## config.mk

```make
export PLATFORM = sky130hd
export DESIGN_NAME = mem_stage
export DESIGN_NICKNAME = d
export VERILOG_FILES = /design/src/rtl/mem_stage_pkg.sv /design/src/rtl/mem_wait_counter.sv /design/src/rtl/mem_stage.sv
export SDC_FILE = /design/constraint.sdc
export NUM_CORES = 1
export LEC_CHECK = 0
export BUFFER_PORTS_ARGS = -buffer_cell sky130_fd_sc_hd__buf_2
export CORE_AREA = 2 2 84 86
export CTS_BUF_LIST = sky130_fd_sc_hd__clkbuf_16
export CTS_CLUSTER_DIAMETER = 60
export DETAILED_ROUTE_END_ITERATION = 7
export DIE_AREA = 0 0 86 88
export GPL_TIMING_DRIVEN = 0
export PLACE_DENSITY = 0.75
export SYNTH_ARGS = -nofsm -noshare
export SYNTH_HDL_FRONTEND = slang
export SYNTH_SLANG_ARGS = --single-unit
```

## constraint.sdc

```tcl
create_clock -name clk -period 1.74 [get_ports clk]
set_input_delay 0.087 -clock clk [delete_from_list [all_inputs] [get_ports clk]]
set_output_delay 0.087 -clock clk [all_outputs]
set_load 0.03 [all_outputs]
```

## src/rtl/mem_stage_pkg.sv

```systemverilog
// rtl/mem_stage_pkg.sv - shared pipeline definitions for the memory stage
package mem_stage_pkg;

    typedef enum logic [1:0] {
        ST_IDLE   = 2'd0,
        ST_ACCESS = 2'd1,
        ST_DONE   = 2'd2
    } mem_state_t;

    localparam int          DEFAULT_WAIT_CYCLES = 4;
    localparam logic [31:0] DEFAULT_BASE_ADDR   = 32'd1024;
    localparam int          WAIT_CNT_W          = 4;

endpackage

```

## src/rtl/mem_wait_counter.sv

```systemverilog
// rtl/mem_wait_counter.sv - bus wait-state counter with clear, enable and terminal count
module mem_wait_counter
    import mem_stage_pkg::*;
#(
    parameter int WAIT_CYCLES = DEFAULT_WAIT_CYCLES
) (
    input  logic clk,
    input  logic rst,
    input  logic clear,
    input  logic enable,
    output logic tc
);

    logic [WAIT_CNT_W-1:0] count;

    always_ff @(posedge clk or negedge rst) begin
        if (!rst) begin
            count <= '0;
        end else if (clear) begin
            count <= '0;
        end else if (enable) begin
            count <= count + 1'b1;
        end
    end

    assign tc = (count == WAIT_CNT_W'(WAIT_CYCLES - 1));

endmodule

```

## src/rtl/mem_stage.sv

```systemverilog
// rtl/mem_stage.sv - pipeline memory stage with wait-state bus FSM
// Optional address fault checking is enabled by defining MEM_ADDR_CHECK_EN.
module mem_stage
    import mem_stage_pkg::*;
#(
    parameter int          WAIT_CYCLES = DEFAULT_WAIT_CYCLES,
    parameter logic [31:0] BASE_ADDR   = DEFAULT_BASE_ADDR,
    parameter int          ADDR_W      = 6
) (
    input  logic              clk,
    input  logic              rst,
    input  logic              WB_ENIn,
    input  logic              MEM_R_ENIn,
    input  logic              MEM_W_ENIn,
    input  logic [31:0]       ALU_ResIn,
    input  logic [31:0]       Val_RmIn,
    input  logic [3:0]        DestIn,
    output logic              WB_ENOut,
    output logic              MEM_R_ENOut,
    output logic [31:0]       ALU_ResOut,
    output logic [3:0]        DestOut,
    output logic [31:0]       Mem_ResOut,
    output logic              ready,
    output logic              bus_en,
    output logic              bus_we,
    output logic [ADDR_W-1:0] bus_addr,
    output logic [31:0]       bus_wdata,
    input  logic [31:0]       bus_rdata,
    output logic              mem_err
);

    mem_state_t state, next_state;
    logic       req;
    logic       fault;
    logic       cnt_clear;
    logic       cnt_en;
    logic       cnt_tc;

    assign req = MEM_R_ENIn | MEM_W_ENIn;

`ifdef MEM_ADDR_CHECK_EN
    logic [31:0] word_idx;

    assign word_idx = (ALU_ResIn - BASE_ADDR) >> 2;
    assign fault    = (ALU_ResIn < BASE_ADDR) || (ALU_ResIn[1:0] != 2'b00)
                   || ((word_idx >> ADDR_W) != 32'd0);
`else
    assign fault = 1'b0;
`endif

    always_ff @(posedge clk or negedge rst) begin
        if (!rst) begin
            state <= ST_IDLE;
        end else begin
            state <= next_state;
        end
    end

    always_comb begin
        next_state = state;
        cnt_clear  = 1'b0;
        cnt_en     = 1'b0;
        case (state)
            ST_IDLE: begin
                if (req && !fault) begin
                    next_state = ST_ACCESS;
                    cnt_clear  = 1'b1;
                end
            end
            ST_ACCESS: begin
                cnt_en = 1'b1;
                if (cnt_tc) begin
                    next_state = ST_DONE;
                end
            end
            ST_DONE: begin
                next_state = ST_IDLE;
            end
            default: begin
                next_state = ST_IDLE;
            end
        endcase
    end

    mem_wait_counter #(
        .WAIT_CYCLES(WAIT_CYCLES)
    ) u_wait_counter (
        .clk   (clk),
        .rst   (rst),
        .clear (cnt_clear),
        .enable(cnt_en),
        .tc    (cnt_tc)
    );

    // A faulted request is answered in IDLE so the pipeline never stalls on it.
    assign ready   = ((state == ST_IDLE) && (!req || fault)) || (state == ST_DONE);
    assign mem_err = (state == ST_IDLE) && req && fault;

    assign bus_en    = (state == ST_ACCESS);
    assign bus_we    = MEM_W_ENIn && (state == ST_ACCESS);
    assign bus_addr  = ADDR_W'((ALU_ResIn - BASE_ADDR) >> 2);
    assign bus_wdata = Val_RmIn;

    // A simultaneous read+write is a write, so only pure reads capture.
    always_ff @(posedge clk or negedge rst) begin
        if (!rst) begin
            Mem_ResOut <= 32'd0;
        end else if ((state == ST_ACCESS) && cnt_tc && MEM_R_ENIn && !MEM_W_ENIn) begin
            Mem_ResOut <= bus_rdata;
        end
    end

    assign WB_ENOut    = WB_ENIn;
    assign MEM_R_ENOut = MEM_R_ENIn;
    assign ALU_ResOut  = ALU_ResIn;
    assign DestOut     = DestIn;

endmodule

```

# After elaboration in Yosys (flattened, before gate mapping)

Cells that the tools add are included.

Flip-flop bits (word level): 38
Latch bits: 0
Memory bits (writable): 0
Bits in read-only memories: 0
Input bits: 105
Output and inout port bits: 112
Memories kept: 0

Add/subtract/negate cells: 2
$mul: 0
Divide/modulo/power cells: 0
Magnitude comparators: 0
Equal/unequal tests: 5
Shift-type cells: 0
Multiplexer cells: 8
Bitwise logic cells: 1
Reductions and logical operators: 11

Operators by type and width:

| operator                                          | count |
|---|---|
| two-way mux 4 bit                                 | 2 |
| subtractor 8 x 1 -> 8 bit (second input constant) | 1 |
| logical AND 1 bit                                 | 5 |
| adder 4 x 1 -> 4 bit (second input constant)      | 1 |
| == test 4 x 2 -> 1 bit (second input constant)    | 1 |
| two-way mux 2 bit                                 | 2 |
| one-hot mux 2 bit (2 select lines)                | 1 |
| two-way mux 1 bit                                 | 3 |
| == test 2 x 1 -> 1 bit (second input constant)    | 1 |
| == test 2 bit (second input constant)             | 1 |
| zero test 1 bit                                   | 2 |
| zero test 2 bit                                   | 1 |
| != test 2 x 1 -> 1 bit (second input constant)    | 1 |
| != test 2 bit (second input constant)             | 1 |
| AND reduction 2 bit                               | 1 |
| nonzero test 2 bit                                | 1 |
| logical OR 1 bit                                  | 1 |
| bitwise OR 1 bit                                  | 1 |

# Longest topological paths before layout

Gate-level depths: netlist (run 1).

Depth after elaboration: 4
Mapped depth: 5
Gate-level depth less buffers: 4

# Hierarchy

From an unflattened synthesis (run 1), not the netlist that was laid out.

Cell total of the unflattened synthesis: 174
Area, all modules: 2245.9 µm²

By module, submodules not included:

| module           | times used | cells each | area each (µm²) | seq. area each (µm²) |
|---|---|---|---|---|
| mem_stage        | 1          | 157        | 2045.7          | 850.8 |
| mem_wait_counter | 1          | 17         | 200.2           | 100.1 |

# Least setup slack after synthesis (run 1)

No wires, ideal clock.

Path kind: register to register
From: reg u_wait_counter.count[0]
To: reg Mem_ResOut[0]
Library setup time: 0.125 ns
Data arrival time: 1.418 ns
Setup slack: 0.197 ns
Stages on the path, launching flop included: 6
Clock period less this slack: 1.543 ns
Path through: dfrtp_1 -> ha_1 -> nor3b_2 -> nand4b_4 -> buf_6 -> mux2_4

Longest elaborated chain between the ends: 4

RTL lines:

| what                            | line                   | RTL |
|---|---|---|
| start: declaration              | mem_wait_counter.sv:14 | `logic [WAIT_CNT_W-1:0] count;` |
| start signal: assignment        | mem_wait_counter.sv:22 | `count <= count + 1'b1;` |
| == test 4 x 2 -> 1 bit          | mem_wait_counter.sv:26 | `assign tc = (count == WAIT_CNT_W'(WAIT_CYCLES - 1));` |
| logical AND 1 bit (3 in series) | mem_stage.sv:108       | `end else if ((state == ST_ACCESS) && cnt_tc && MEM_R_ENIn && !MEM_W_ENIn) begin` |
| end signal: assignment          | mem_stage.sv:109       | `Mem_ResOut <= bus_rdata;` |
| end: declaration                | mem_stage.sv:22        | `output logic [31:0] Mem_ResOut,` |

Every way passes these cells.
A chain may end at the register's enable or synchronous reset.

# Worst setup path after layout (run 1)

From: reg u_wait_counter.count[0]
To: reg Mem_ResOut[10]

Same word-level chain as after synthesis.

==> results of run 1 <==
## report_power, final
group / total, uW / internal [uW] / switching, uW
Sequential: 1510 / 1270 / 241
Combinational: 2390 / 1040 / 1350
Clock: 873 / 523 / 350
Total: 4770 / 2840 / 1940
## metal layers
layer	up-vias	track usage (%)	share of wire (%)
met5	-	0	0
met1	757	13.5	36
met3	2	2.92	10
li1	803	-	-
met2	116	20.7	53
met4	0	3.46	0.64
## path summary, 6_finish.rpt
check / from / endpoint / cells past startpoint
setup / recovery: u_wait_counter.count[0] / Mem_ResOut[10] / 5
hold / removal: bus_rdata[28] / Mem_ResOut[28] / 2
setup reg to reg: u_wait_counter.count[0] / Mem_ResOut[10] / 5
hold reg to reg: Mem_ResOut[16] / Mem_ResOut[16] / 1
max in group asynchronous: rst / Mem_ResOut[14] / 2
min in group asynchronous: rst / Mem_ResOut[7] / 2
## flip-flops by register name (all words and copies together) (netlist names)
| name | cells |
|---|---|
| Mem_ResOut | 32 |
| state | 2 |
| u_wait_counter.count | 4 |
## placed cells by master (no fill, tap or decap)
| cell type | synthesis | routed |
|---|---|---|
| a21oi_1 | 1 | 1 |
| a22o_1 | 3 | 3 |
| and2_1 | 2 | 2 |
| buf_2 | 0 | 146 |
| buf_4 | 78 | 80 |
| buf_6 | 3 | 3 |
| clkbuf_16 | 0 | 5 |
| clkinv_1 | 0 | 1 |
| clkinv_2 | 0 | 1 |
| clkinvlp_4 | 0 | 1 |
| conb_1 | 1 | 1 |
| dfrtp_1 | 38 | 38 |
| dlygate4sd3_1 | 0 | 1 |
| ha_1 | 1 | 1 |
| mux2_2 | 5 | 5 |
| mux2_4 | 30 | 30 |
| nand3_1 | 1 | 1 |
| nand4b_4 | 1 | 1 |
| nor2_1 | 5 | 5 |
| nor2b_1 | 1 | 1 |
| nor3_1 | 1 | 1 |
| nor3b_4 | 0 | 1 |
| or2_2 | 1 | 1 |
## worst reg2reg max path: stages (launching register included)
cell      delay, ps
dfrtp_1         380
ha_1            200
nor3b_4         260
nand4b_4        180
buf_6           210
mux2_4          310
## final cells by class
| type | instances | area share [%] |
|---|---|---|
| timing repair buffer | 149 | 23.5 |
| sequential | 38 | 29.5 |
| clock buffer | 5 | 3.89 |
| buffer | 81 | 19.2 |
| multi-input combinational | 54 | 20.2 |
| tap | 80 | 3.11 |
| clock inverter | 3 | 0.505 |
## cell families after synthesis
family	after synthesis	synth area share (%)
buffers and inverters	81	28.0
other	1	0.169
adder cells (fa/ha/maj)	1	0.565
multiplexers	35	22.9
AND/OR/NAND/NOR	13	4.07
AO/OA/AOI/OAI	4	1.41
flip-flops	38	42.9
## timing repair
action                                  CTS  global route
hold endpoints to repair                 38             0
setup buffers                             0             2
endpoints found under the setup margin    9            30
resized for setup                         1             0
cloned                                    0             0
pin swaps                                 0             1
hold buffers                              1             0
## stage by stage
| step | instances | cell area, um2 |
|---|---|---|
| after floorplan | 173 | 2210 |
| after global placement | 399 | 3050 |
| after detailed placement | 399 | 3050 |
| after CTS | 408 | 3200 |
| after global routing | 410 | 3220 |
| final | 410 | 3220 |
==> flow_results.xml, run 1 <==
<?xml version="1.0" encoding="UTF-8"?>
<metrics>
  <group name="final_layout">
    <metric name="final_core_utilization" unit="%">48.4</metric>
    <metric name="fillers" unit="">601</metric>
    <metric name="nets" unit="">435</metric>
    <metric name="layout_cell_share_with_drive_strength_beyond_1" unit="%">83.0</metric>
    <metric name="final-seq-area" unit="um2">951</metric>
    <metric name="diodes" unit="">0</metric>
    <metric name="flow.area_growth_from_synthesis" unit="%">45.3</metric>
    <metric name="multi_input_comb_area" unit="um2">651</metric>
  </group>
  <group name="placed_design">
    <metric name="gp_routability_congestion" unit="">0.697</metric>
    <metric name="numPortBuffers" unit="">146</metric>
    <metric name="place.detailed.hpwl" unit="um">4060</metric>
    <metric name="pre_cts_ws" unit="ps">5.29</metric>
  </group>
  <group name="synth">
    <metric name="number_of_distinct_library_cells_after_synthesis" unit="">17</metric>
    <metric name="synth_top_flop_cell" unit="">dfrtp_1</metric>
    <metric name="synth_top_area_share" unit="%">42.9</metric>
    <metric name="async_flop_share" unit="%">100</metric>
    <metric name="largest_cells_by_area_after_synthesis" unit="">dfrtp_1, buf_4, mux2_4</metric>
    <metric name="netlist_area" unit="mm2">0.00221</metric>
    <metric name="synth.ff_latch_count" unit="">38</metric>
    <metric name="synthesized_netlist_net_count" unit="">279</metric>
    <metric name="synthDominantAreaCellType" unit="">dfrtp_1</metric>
    <metric name="sequential_cell_area_fraction_in_the_yosys_report" unit="%">42.9</metric>
    <metric name="synth-edff-count" unit="">0</metric>
    <metric name="synthesis.instances" unit="">173</metric>
    <metric name="syn_area_per_cell" unit="um2">12.8</metric>
    <metric name="yosysWarnings" unit="">0</metric>
    <metric name="yosys.cell_count.top_type" unit="">buf_4</metric>
    <metric name="post_synth_top_cells" unit="">buf_4, dfrtp_1, mux2_4, mux2_2, nor2_1</metric>
  </group>
  <group name="power">
    <metric name="post-layout-total-power" unit="uW">4770</metric>
    <metric name="irDropWorstVdd" unit="V">0.000534</metric>
    <metric name="p_per_area" unit="mW/mm2">1480</metric>
    <metric name="cellLeakagePower" unit="uW">0.00192</metric>
  </group>
  <group name="floorplan">
    <metric name="floorplan.die.width" unit="um">86</metric>
    <metric name="initial_core_utilization" unit="%">33.3</metric>
    <metric name="fp.dieH" unit="um">88</metric>
    <metric name="ioPinCount" unit="">217</metric>
    <metric name="std_cell_rows" unit="">30</metric>
    <metric name="die_area" unit="mm2">0.00757</metric>
    <metric name="design.core.area" unit="mm2">0.00664</metric>
  </group>
  <group name="sta">
    <metric name="achievable_frequency" unit="GHz">0.603</metric>
    <metric name="worst_slew_margin_rel" unit="%">43.5</metric>
    <metric name="fin_skew" unit="ps">5.98</metric>
    <metric name="final-hold-violation-count" unit="">0</metric>
    <metric name="final.setup.tns" unit="ps">0</metric>
    <metric name="fin_ws" unit="ps">82.2</metric>
    <metric name="setup_viol" unit="">0</metric>
    <metric name="max_slew.worst_pin.slew" unit="ps">848</metric>
    <metric name="slew_viol_final" unit="">0</metric>
    <metric name="grt_setup_unrepaired" unit="">yes</metric>
    <metric name="post-route-min-period" unit="ps">1660</metric>
    <metric name="post_route_fraction_of_the_period_consumed_by_the_critical_path" unit="%">95.3</metric>
    <metric name="fin_worst_hold_slack" unit="ps">37.9</metric>
  </group>
  <group name="routing">
    <metric name="vias" unit="">1678</metric>
    <metric name="firstDrtPassIters" unit="">3</metric>
    <metric name="viasPerCell" unit="">4.09</metric>
    <metric name="number_of_drc_markers_after_the_initial_detailed_route_iteration" unit="">8</metric>
    <metric name="detail_route.wirelength" unit="um">4990</metric>
    <metric name="routedWlPerCell" unit="um">12.2</metric>
    <metric name="drc" unit="">0</metric>
    <metric name="route.antenna.remaining_nets" unit="">0</metric>
  </group>
  <group name="critical_path">
    <metric name="path_cells" unit="">ha_1 &gt; nor3b_4 &gt; nand4b_4 &gt; buf_6 &gt; mux2_4</metric>
    <metric name="path_delay_family" unit="">simple AND/OR/NAND/NOR gates</metric>
    <metric name="critical_path.startpoint_type" unit="">register</metric>
    <metric name="crit_path_end_kind" unit="">register</metric>
    <metric name="cp_max_fo" unit="">10</metric>
    <metric name="timing.critical_path.slowest_stage_cell" unit="">dfrtp_1</metric>
    <metric name="maximum_cell_stage_delay_along_the_critical_path" unit="ps">380</metric>
    <metric name="worst-endpoint-required" unit="ps">1900</metric>
    <metric name="critPathKind" unit="">register to register</metric>
    <metric name="critical_path.n_buffers_inverters" unit="">1</metric>
    <metric name="setup_slack_on_the_worst_flop_to_flop_path" unit="ps">80</metric>
    <metric name="worstPathArrival" unit="ps">1810</metric>
  </group>
  <group name="global_routing">
    <metric name="largest_net_degree_at_the_start_of_global_routing" unit="">39</metric>
    <metric name="global_route_wire_length_before_repair" unit="um">6870</metric>
    <metric name="grt-ovfl-total" unit="">0</metric>
    <metric name="globalRouteTotalUtil" unit="%">11.5</metric>
    <metric name="grt_pass1_vias" unit="">1494</metric>
    <metric name="antenna_found_initial" unit="">0</metric>
  </group>
  <group name="cts">
    <metric name="cts_buf_count" unit="">5</metric>
    <metric name="cts.sink_count" unit="">38</metric>
    <metric name="cts_tree" unit="">done</metric>
    <metric name="ctsLongestPathBuffers" unit="">2</metric>
    <metric name="cts_root_buffer" unit="">clkbuf_16</metric>
    <metric name="clkSlewWorstSetupHoldPaths" unit="ps">60</metric>
    <metric name="clock_latency_on_the_worst_skew_pair" unit="ps">280</metric>
    <metric name="clock_tree.htree_level_count" unit="">2</metric>
  </group>
  <group name="min_path">
    <metric name="holdCritPathClass" unit="">input pin to register</metric>
  </group>
  <group name="job">
    <metric name="cap_viol_max_count" unit="">0</metric>
  </group>
  <group name="status">
    <metric name="run_status" unit="">complete, no violations</metric>
  </group>
</metrics>
Note: power is estimated with default switching activity, not from simulation.
==> inputs of run 2 (changes only) <==
Settings changed: HOLD_SLACK_MARGIN set to 0.05.
==> run 2 against run 1 <==
Net effect:
- utilization rose by 3.8 points
- clock skew rose by 1.1 ps
- power rose by 1.2%
- critical path type unchanged
- largest cell class unchanged
- highest routed layer unchanged
==> flow_results.xml, run 2 (synthesized netlist as in run 1, its figures left out) <==
<?xml version="1.0" encoding="UTF-8"?>
<metrics>
  <group name="status">
    <metric name="run_status" unit="">complete, no violations</metric>
  </group>
  <group name="cts">
    <metric name="cts.sink_count" unit="">38</metric>
    <metric name="ctsLongestPathBuffers" unit="">2</metric>
    <metric name="cts_root_buffer" unit="">clkbuf_16</metric>
    <metric name="clock_latency_on_the_worst_skew_pair" unit="ps">280</metric>
    <metric name="clkSlewWorstSetupHoldPaths" unit="ps">60</metric>
    <metric name="cts_tree" unit="">done</metric>
    <metric name="cts_buf_count" unit="">5</metric>
    <metric name="clock_tree.htree_level_count" unit="">2</metric>
  </group>
  <group name="global_routing">
    <metric name="antenna_found_initial" unit="">0</metric>
    <metric name="grt-ovfl-total" unit="">0</metric>
    <metric name="use_met1" unit="%">14.7</metric>
    <metric name="global_route.usage.met3" unit="%">3.11</metric>
    <metric name="largest_net_degree_at_the_start_of_global_routing" unit="">39</metric>
    <metric name="globalRouteTotalUtil" unit="%">13.3</metric>
    <metric name="grt_busiest_layer" unit="">met2</metric>
    <metric name="global_route_wire_length_before_repair" unit="um">7900</metric>
    <metric name="grt_pass1_vias" unit="">1692</metric>
    <metric name="met2_routing_resource_usage_after_global_routing" unit="%">25.0</metric>
  </group>
  <group name="critical_path">
    <metric name="path_delay_family" unit="">simple AND/OR/NAND/NOR gates</metric>
    <metric name="maximum_cell_stage_delay_along_the_critical_path" unit="ps">380</metric>
    <metric name="timing.critical_path.slowest_stage_cell" unit="">dfrtp_1</metric>
    <metric name="worstReg2RegEnd" unit="">Mem_ResOut[10]</metric>
    <metric name="critical_path.startpoint_type" unit="">register</metric>
    <metric name="worst-endpoint-required" unit="ps">1890</metric>
    <metric name="setup_slack_on_the_worst_flop_to_flop_path" unit="ps">80</metric>
    <metric name="path_cells" unit="">ha_1 &gt; nor3b_4 &gt; nand4b_4 &gt; buf_6 &gt; mux2_4</metric>
    <metric name="crit_path_end_kind" unit="">register</metric>
    <metric name="cp_max_fo" unit="">10</metric>
    <metric name="r2r-start" unit="">u_wait_counter.count[0]</metric>
    <metric name="critPathKind" unit="">register to register</metric>
    <metric name="worst-r2r-cell-count" unit="">5</metric>
    <metric name="critical_path.n_buffers_inverters" unit="">1</metric>
    <metric name="worstPathArrival" unit="ps">1810</metric>
  </group>
  <group name="sta">
    <metric name="fin_skew" unit="ps">7.07</metric>
    <metric name="achievable_frequency" unit="GHz">0.604</metric>
    <metric name="slew_viol_final" unit="">0</metric>
    <metric name="max_slew.worst_pin.slew" unit="ps">858</metric>
    <metric name="grt_setup_unrepaired" unit="">yes</metric>
    <metric name="worst_slew_margin_rel" unit="%">42.8</metric>
    <metric name="final-hold-violation-count" unit="">0</metric>
    <metric name="post-route-min-period" unit="ps">1660</metric>
    <metric name="setup_viol" unit="">0</metric>
    <metric name="post_route_fraction_of_the_period_consumed_by_the_critical_path" unit="%">95.1</metric>
    <metric name="fin_ws" unit="ps">84.7</metric>
  </group>
  <group name="final_layout">
    <metric name="diodes" unit="">0</metric>
    <metric name="layout_cell_share_with_drive_strength_beyond_1" unit="%">77.2</metric>
    <metric name="fillers" unit="">573</metric>
    <metric name="final_common_cell" unit="">buf_2</metric>
    <metric name="nets" unit="">460</metric>
    <metric name="flow.area_growth_from_synthesis" unit="%">56.6</metric>
    <metric name="final_cells" unit="">435</metric>
    <metric name="most-common-layout-cells" unit="">buf_2, buf_4, dfrtp_1, mux2_4, dlygate4sd3_1</metric>
    <metric name="layout_top_registers" unit="">Mem_ResOut (32), u_wait_counter.count (4), state (2)</metric>
    <metric name="register_with_the_highest_flop_count" unit="">Mem_ResOut</metric>
    <metric name="largest_register_ffs" unit="">32</metric>
  </group>
  <group name="power">
    <metric name="cellLeakagePower" unit="uW">0.00202</metric>
    <metric name="p_per_area" unit="mW/mm2">1390</metric>
    <metric name="irDropWorstVdd" unit="V">0.000550</metric>
  </group>
  <group name="routing">
    <metric name="drc" unit="">0</metric>
    <metric name="detail_route.wirelength" unit="um">5580</metric>
    <metric name="firstDrtPassIters" unit="">3</metric>
    <metric name="vias" unit="">1780</metric>
    <metric name="routedWlPerCell" unit="um">12.8</metric>
    <metric name="viasPerCell" unit="">4.09</metric>
    <metric name="number_of_drc_markers_after_the_initial_detailed_route_iteration" unit="">9</metric>
    <metric name="route.antenna.remaining_nets" unit="">0</metric>
  </group>
  <group name="floorplan">
    <metric name="ioPinCount" unit="">217</metric>
    <metric name="design.core.area" unit="mm2">0.00664</metric>
    <metric name="fp.dieH" unit="um">88</metric>
    <metric name="floorplan.die.width" unit="um">86</metric>
    <metric name="initial_core_utilization" unit="%">33.3</metric>
    <metric name="die_area" unit="mm2">0.00757</metric>
    <metric name="std_cell_rows" unit="">30</metric>
  </group>
  <group name="job">
    <metric name="cap_viol_max_count" unit="">0</metric>
  </group>
  <group name="placed_design">
    <metric name="numPortBuffers" unit="">146</metric>
    <metric name="dp.cells" unit="">399</metric>
    <metric name="pre_cts_ws" unit="ps">5.29</metric>
    <metric name="place.detailed.hpwl" unit="um">4060</metric>
    <metric name="gp_routability_congestion" unit="">0.697</metric>
  </group>
  <group name="min_path">
    <metric name="holdCritPathClass" unit="">input pin to register</metric>
    <metric name="hold_path_startpoint" unit="">bus_rdata[9]</metric>
    <metric name="timing.hold.worst_endpoint" unit="">Mem_ResOut[9]</metric>
    <metric name="min_path_cells" unit="">2</metric>
  </group>
</metrics>
[run 2: power breakdown]
part / switching, uW / internal [uW]
combinational: 1370 / 1080
clock: 350 / 523
sequential: 245 / 1270
total: 1960 / 2870
[run 2: worst max path at each step]
stage	from	end	cells after the start
global placement	u_wait_counter.count[0]	Mem_ResOut[30]	5
global route	u_wait_counter.count[0]	Mem_ResOut[23]	5
finish	u_wait_counter.count[0]	Mem_ResOut[10]	5
detailed placement	u_wait_counter.count[0]	Mem_ResOut[23]	5
floorplan	u_wait_counter.count[0]	Mem_ResOut[0]	5
CTS	u_wait_counter.count[0]	Mem_ResOut[10]	5
[run 2: through the flow]
stage               util [%]  setup TNS, ps  hold WS [ps]  area [um2]  total power (uW)
floorplan                  -              0          -209        2210              3270
global placement        45.8              0           230        3050              3850
detailed placement      45.8              0           254        3050              3920
CTS                     52.0              0          50.6        3450              4880
global route            52.2          -16.9          58.2        3470              5090
finish                  52.2              0          58.4        3470              4830
[run 2: area by class of cell]
class / instances / area [um2] / area share, %
Timing Repair Buffer: 174 / 1010 / 29.0
Clock buffer: 5 / 125 / 3.61
Clock inverter: 3 / 16.3 / 0.469
Multi-Input combinational cell: 54 / 651 / 18.8
Sequential cell: 38 / 951 / 27.4
Tap cell: 80 / 100 / 2.89
Buffer: 81 / 619 / 17.9
[run 2: timing repair]
action	in CTS	in global routing
setup endpoints to repair	9	30
resized for setup	1	0
hold buffers	26	0
hold endpoints to repair	63	0
buffers inserted	0	2
pin swaps	0	1
[run 2: layer usage]
metal / wire length (um) / vias up / part of all wire [%]
met2: 3070 / 117 / 55
met5: 0 / - / 0
met4: 48 / 0 / 0.86
met3: 502 / 4 / 9.0
li1: - / 852 / -
met1: 1960 / 807 / 35
[run 2: worst reg2reg max path, stage by stage (launching register included)]
cell and delay (ps):
dfrtp_1 380, ha_1 200, nor3b_4 260, nand4b_4 180, buf_6 200, mux2_4 310
==> inputs of run 3 (changes only) <==
Settings changed: BUFFER_PORTS_ARGS -buffer_cell sky130_fd_sc_hd__buf_2 to -buffer_cell sky130_fd_sc_hd__buf_4.
==> run 3 against run 2 <==
Net effect:
- via count increased by 1.9%
- setup slack better by 18 ps
- utilization up 6.0 points
- largest cell class unchanged
==> flow_results.xml, run 3 (synthesized netlist as in run 1, its figures left out) <==
<?xml version="1.0" encoding="UTF-8"?>
<metrics>
  <group name="routing">
    <metric name="route.antenna.remaining_nets" unit="">0</metric>
    <metric name="detail_route.wirelength" unit="um">5600</metric>
    <metric name="number_of_drc_markers_after_the_initial_detailed_route_iteration" unit="">20</metric>
    <metric name="routedWlPerCell" unit="um">12.8</metric>
    <metric name="drc" unit="">0</metric>
    <metric name="viasPerCell" unit="">4.14</metric>
    <metric name="vias" unit="">1813</metric>
    <metric name="firstDrtPassIters" unit="">4</metric>
  </group>
  <group name="final_layout">
    <metric name="register_with_the_highest_flop_count" unit="">Mem_ResOut</metric>
    <metric name="layout_cell_share_with_drive_strength_beyond_1" unit="%">76.3</metric>
    <metric name="flow.area_growth_from_synthesis" unit="%">74.6</metric>
    <metric name="diodes" unit="">0</metric>
    <metric name="most-common-layout-cells" unit="">buf_4, dfrtp_1, mux2_4, dlygate4sd3_1</metric>
    <metric name="largest_register_ffs" unit="">32</metric>
    <metric name="fillers" unit="">555</metric>
    <metric name="layout_top_registers" unit="">Mem_ResOut (32), u_wait_counter.count (4), state (2)</metric>
    <metric name="final_design_area_no_fill" unit="mm2">0.00387</metric>
    <metric name="nets" unit="">463</metric>
    <metric name="final_common_cell" unit="">buf_4</metric>
  </group>
  <group name="floorplan">
    <metric name="floorplan.die.width" unit="um">86</metric>
    <metric name="fp.dieH" unit="um">88</metric>
    <metric name="die_area" unit="mm2">0.00757</metric>
    <metric name="design.core.area" unit="mm2">0.00664</metric>
    <metric name="std_cell_rows" unit="">30</metric>
    <metric name="ioPinCount" unit="">217</metric>
    <metric name="initial_core_utilization" unit="%">33.3</metric>
  </group>
  <group name="sta">
    <metric name="final.setup.tns" unit="ps">0</metric>
    <metric name="achievable_frequency" unit="GHz">0.611</metric>
    <metric name="grt_setup_unrepaired" unit="">no</metric>
    <metric name="fin_skew" unit="ps">5.80</metric>
    <metric name="post_route_fraction_of_the_period_consumed_by_the_critical_path" unit="%">94.1</metric>
    <metric name="post-route-min-period" unit="ps">1640</metric>
    <metric name="setup_viol" unit="">0</metric>
    <metric name="fin_ws" unit="ps">103</metric>
    <metric name="slew_viol_final" unit="">0</metric>
    <metric name="final-hold-violation-count" unit="">0</metric>
  </group>
  <group name="global_routing">
    <metric name="largest_net_degree_at_the_start_of_global_routing" unit="">39</metric>
    <metric name="grt-ovfl-total" unit="">0</metric>
    <metric name="grt_pass1_vias" unit="">1703</metric>
    <metric name="globalRouteTotalUtil" unit="%">13.2</metric>
    <metric name="antenna_found_initial" unit="">0</metric>
    <metric name="global_route_wire_length_before_repair" unit="um">7940</metric>
  </group>
  <group name="power">
    <metric name="post-layout-total-power" unit="uW">5110</metric>
    <metric name="cellLeakagePower" unit="uW">0.00216</metric>
    <metric name="p_per_area" unit="mW/mm2">1320</metric>
    <metric name="irDropWorstVdd" unit="V">0.000453</metric>
  </group>
  <group name="critical_path">
    <metric name="worstPathArrival" unit="ps">1790</metric>
    <metric name="cp_max_fo" unit="">10</metric>
    <metric name="critPathKind" unit="">register to register</metric>
    <metric name="critical_path.startpoint_type" unit="">register</metric>
    <metric name="crit_path_end_kind" unit="">register</metric>
    <metric name="worst-endpoint-required" unit="ps">1890</metric>
    <metric name="first_element_of_the_critical_path" unit="">u_wait_counter.count[0]</metric>
    <metric name="setup_slack_on_the_worst_flop_to_flop_path" unit="ps">100</metric>
    <metric name="r2r-start" unit="">u_wait_counter.count[0]</metric>
  </group>
  <group name="placed_design">
    <metric name="pre_cts_ws" unit="ps">11.8</metric>
    <metric name="place.detailed.hpwl" unit="um">4290</metric>
    <metric name="numPortBuffers" unit="">146</metric>
    <metric name="placed_area" unit="mm2">0.00341</metric>
    <metric name="gp_routability_congestion" unit="">0.688</metric>
  </group>
  <group name="cts">
    <metric name="clock_tree.htree_level_count" unit="">2</metric>
    <metric name="ctsLongestPathBuffers" unit="">2</metric>
    <metric name="cts_tree" unit="">done</metric>
    <metric name="cts_buf_count" unit="">5</metric>
    <metric name="cts.sink_count" unit="">38</metric>
    <metric name="clkSlewWorstSetupHoldPaths" unit="ps">60</metric>
    <metric name="cts_root_buffer" unit="">clkbuf_16</metric>
    <metric name="clock_latency_on_the_worst_skew_pair" unit="ps">280</metric>
  </group>
  <group name="status">
    <metric name="run_status" unit="">complete, no violations</metric>
  </group>
  <group name="min_path">
    <metric name="holdCritPathClass" unit="">input pin to register</metric>
    <metric name="hold_path_startpoint" unit="">bus_rdata[7]</metric>
  </group>
  <group name="job">
    <metric name="cap_viol_max_count" unit="">0</metric>
  </group>
</metrics>
[run 3: cell types whose count changed in the layout (fill, tap and decap cells not counted)]
cell           change
dlygate4sd3_1      +4
buf_2            -146
buf_4            +145
[run 3: final timing paths]
kind                                        to  cells past startpoint
worst max-delay path            Mem_ResOut[20]                      5
worst min-delay path             Mem_ResOut[7]                      2
worst max register to register  Mem_ResOut[20]                      5
worst min register to register  Mem_ResOut[24]                      1
max in group asynchronous       Mem_ResOut[22]                      2
min in group asynchronous       Mem_ResOut[10]                      2
[run 3: repair_timing]
item	CTS	global route
setup endpoints to repair	2	30
hold buffers	30	0
hold endpoints to repair	67	0
setup buffers	0	1
cloned	0	0
gates resized for setup	1	0
[run 3: final cells by class]
class                           instances  area, um2  area share (%)
Timing Repair Buffer                  177       1400            36.3
Sequential cell                        38        951            24.6
Multi-Input combinational cell         54        651            16.8
Buffer                                 81        619            16.0
Clock buffer                            5        125            3.24
Tap cell                               80        100            2.59
Clock inverter                          3       16.3           0.421
[run 3: metal layers]
layer	track usage, %	part of all wire (%)	vias up
met2	23.5	55	116
met3	3.20	9.7	5
met1	15.5	35	834
met4	4.33	0.75	0
li1	-	-	858
met5	0	0	-
[run 3: worst max-delay path, cell delays in order, from the launching register on]
cell	delay, ps
dfrtp_1	380
ha_1	200
nor3b_4	250
nand4b_4	180
buf_6	200
mux2_4	300
[run 3: report_power, final]
group	switching (uW)	internal [uW]	total (uW)
Sequential	251	1270	1520
Clock	337	522	860
Combinational	1370	1360	2730
Total	1960	3150	5110
[run 3: through the flow]
step | util (%) | cells | hold WS [ps]
detailed placement | 51.3 | 399 | 84.8
global route | 58.2 | 438 | 54.6
global placement | 51.3 | 399 | 84.7
CTS | 58.1 | 437 | 51.2
finish | 58.2 | 438 | 54.6
floorplan | - | 173 | -209
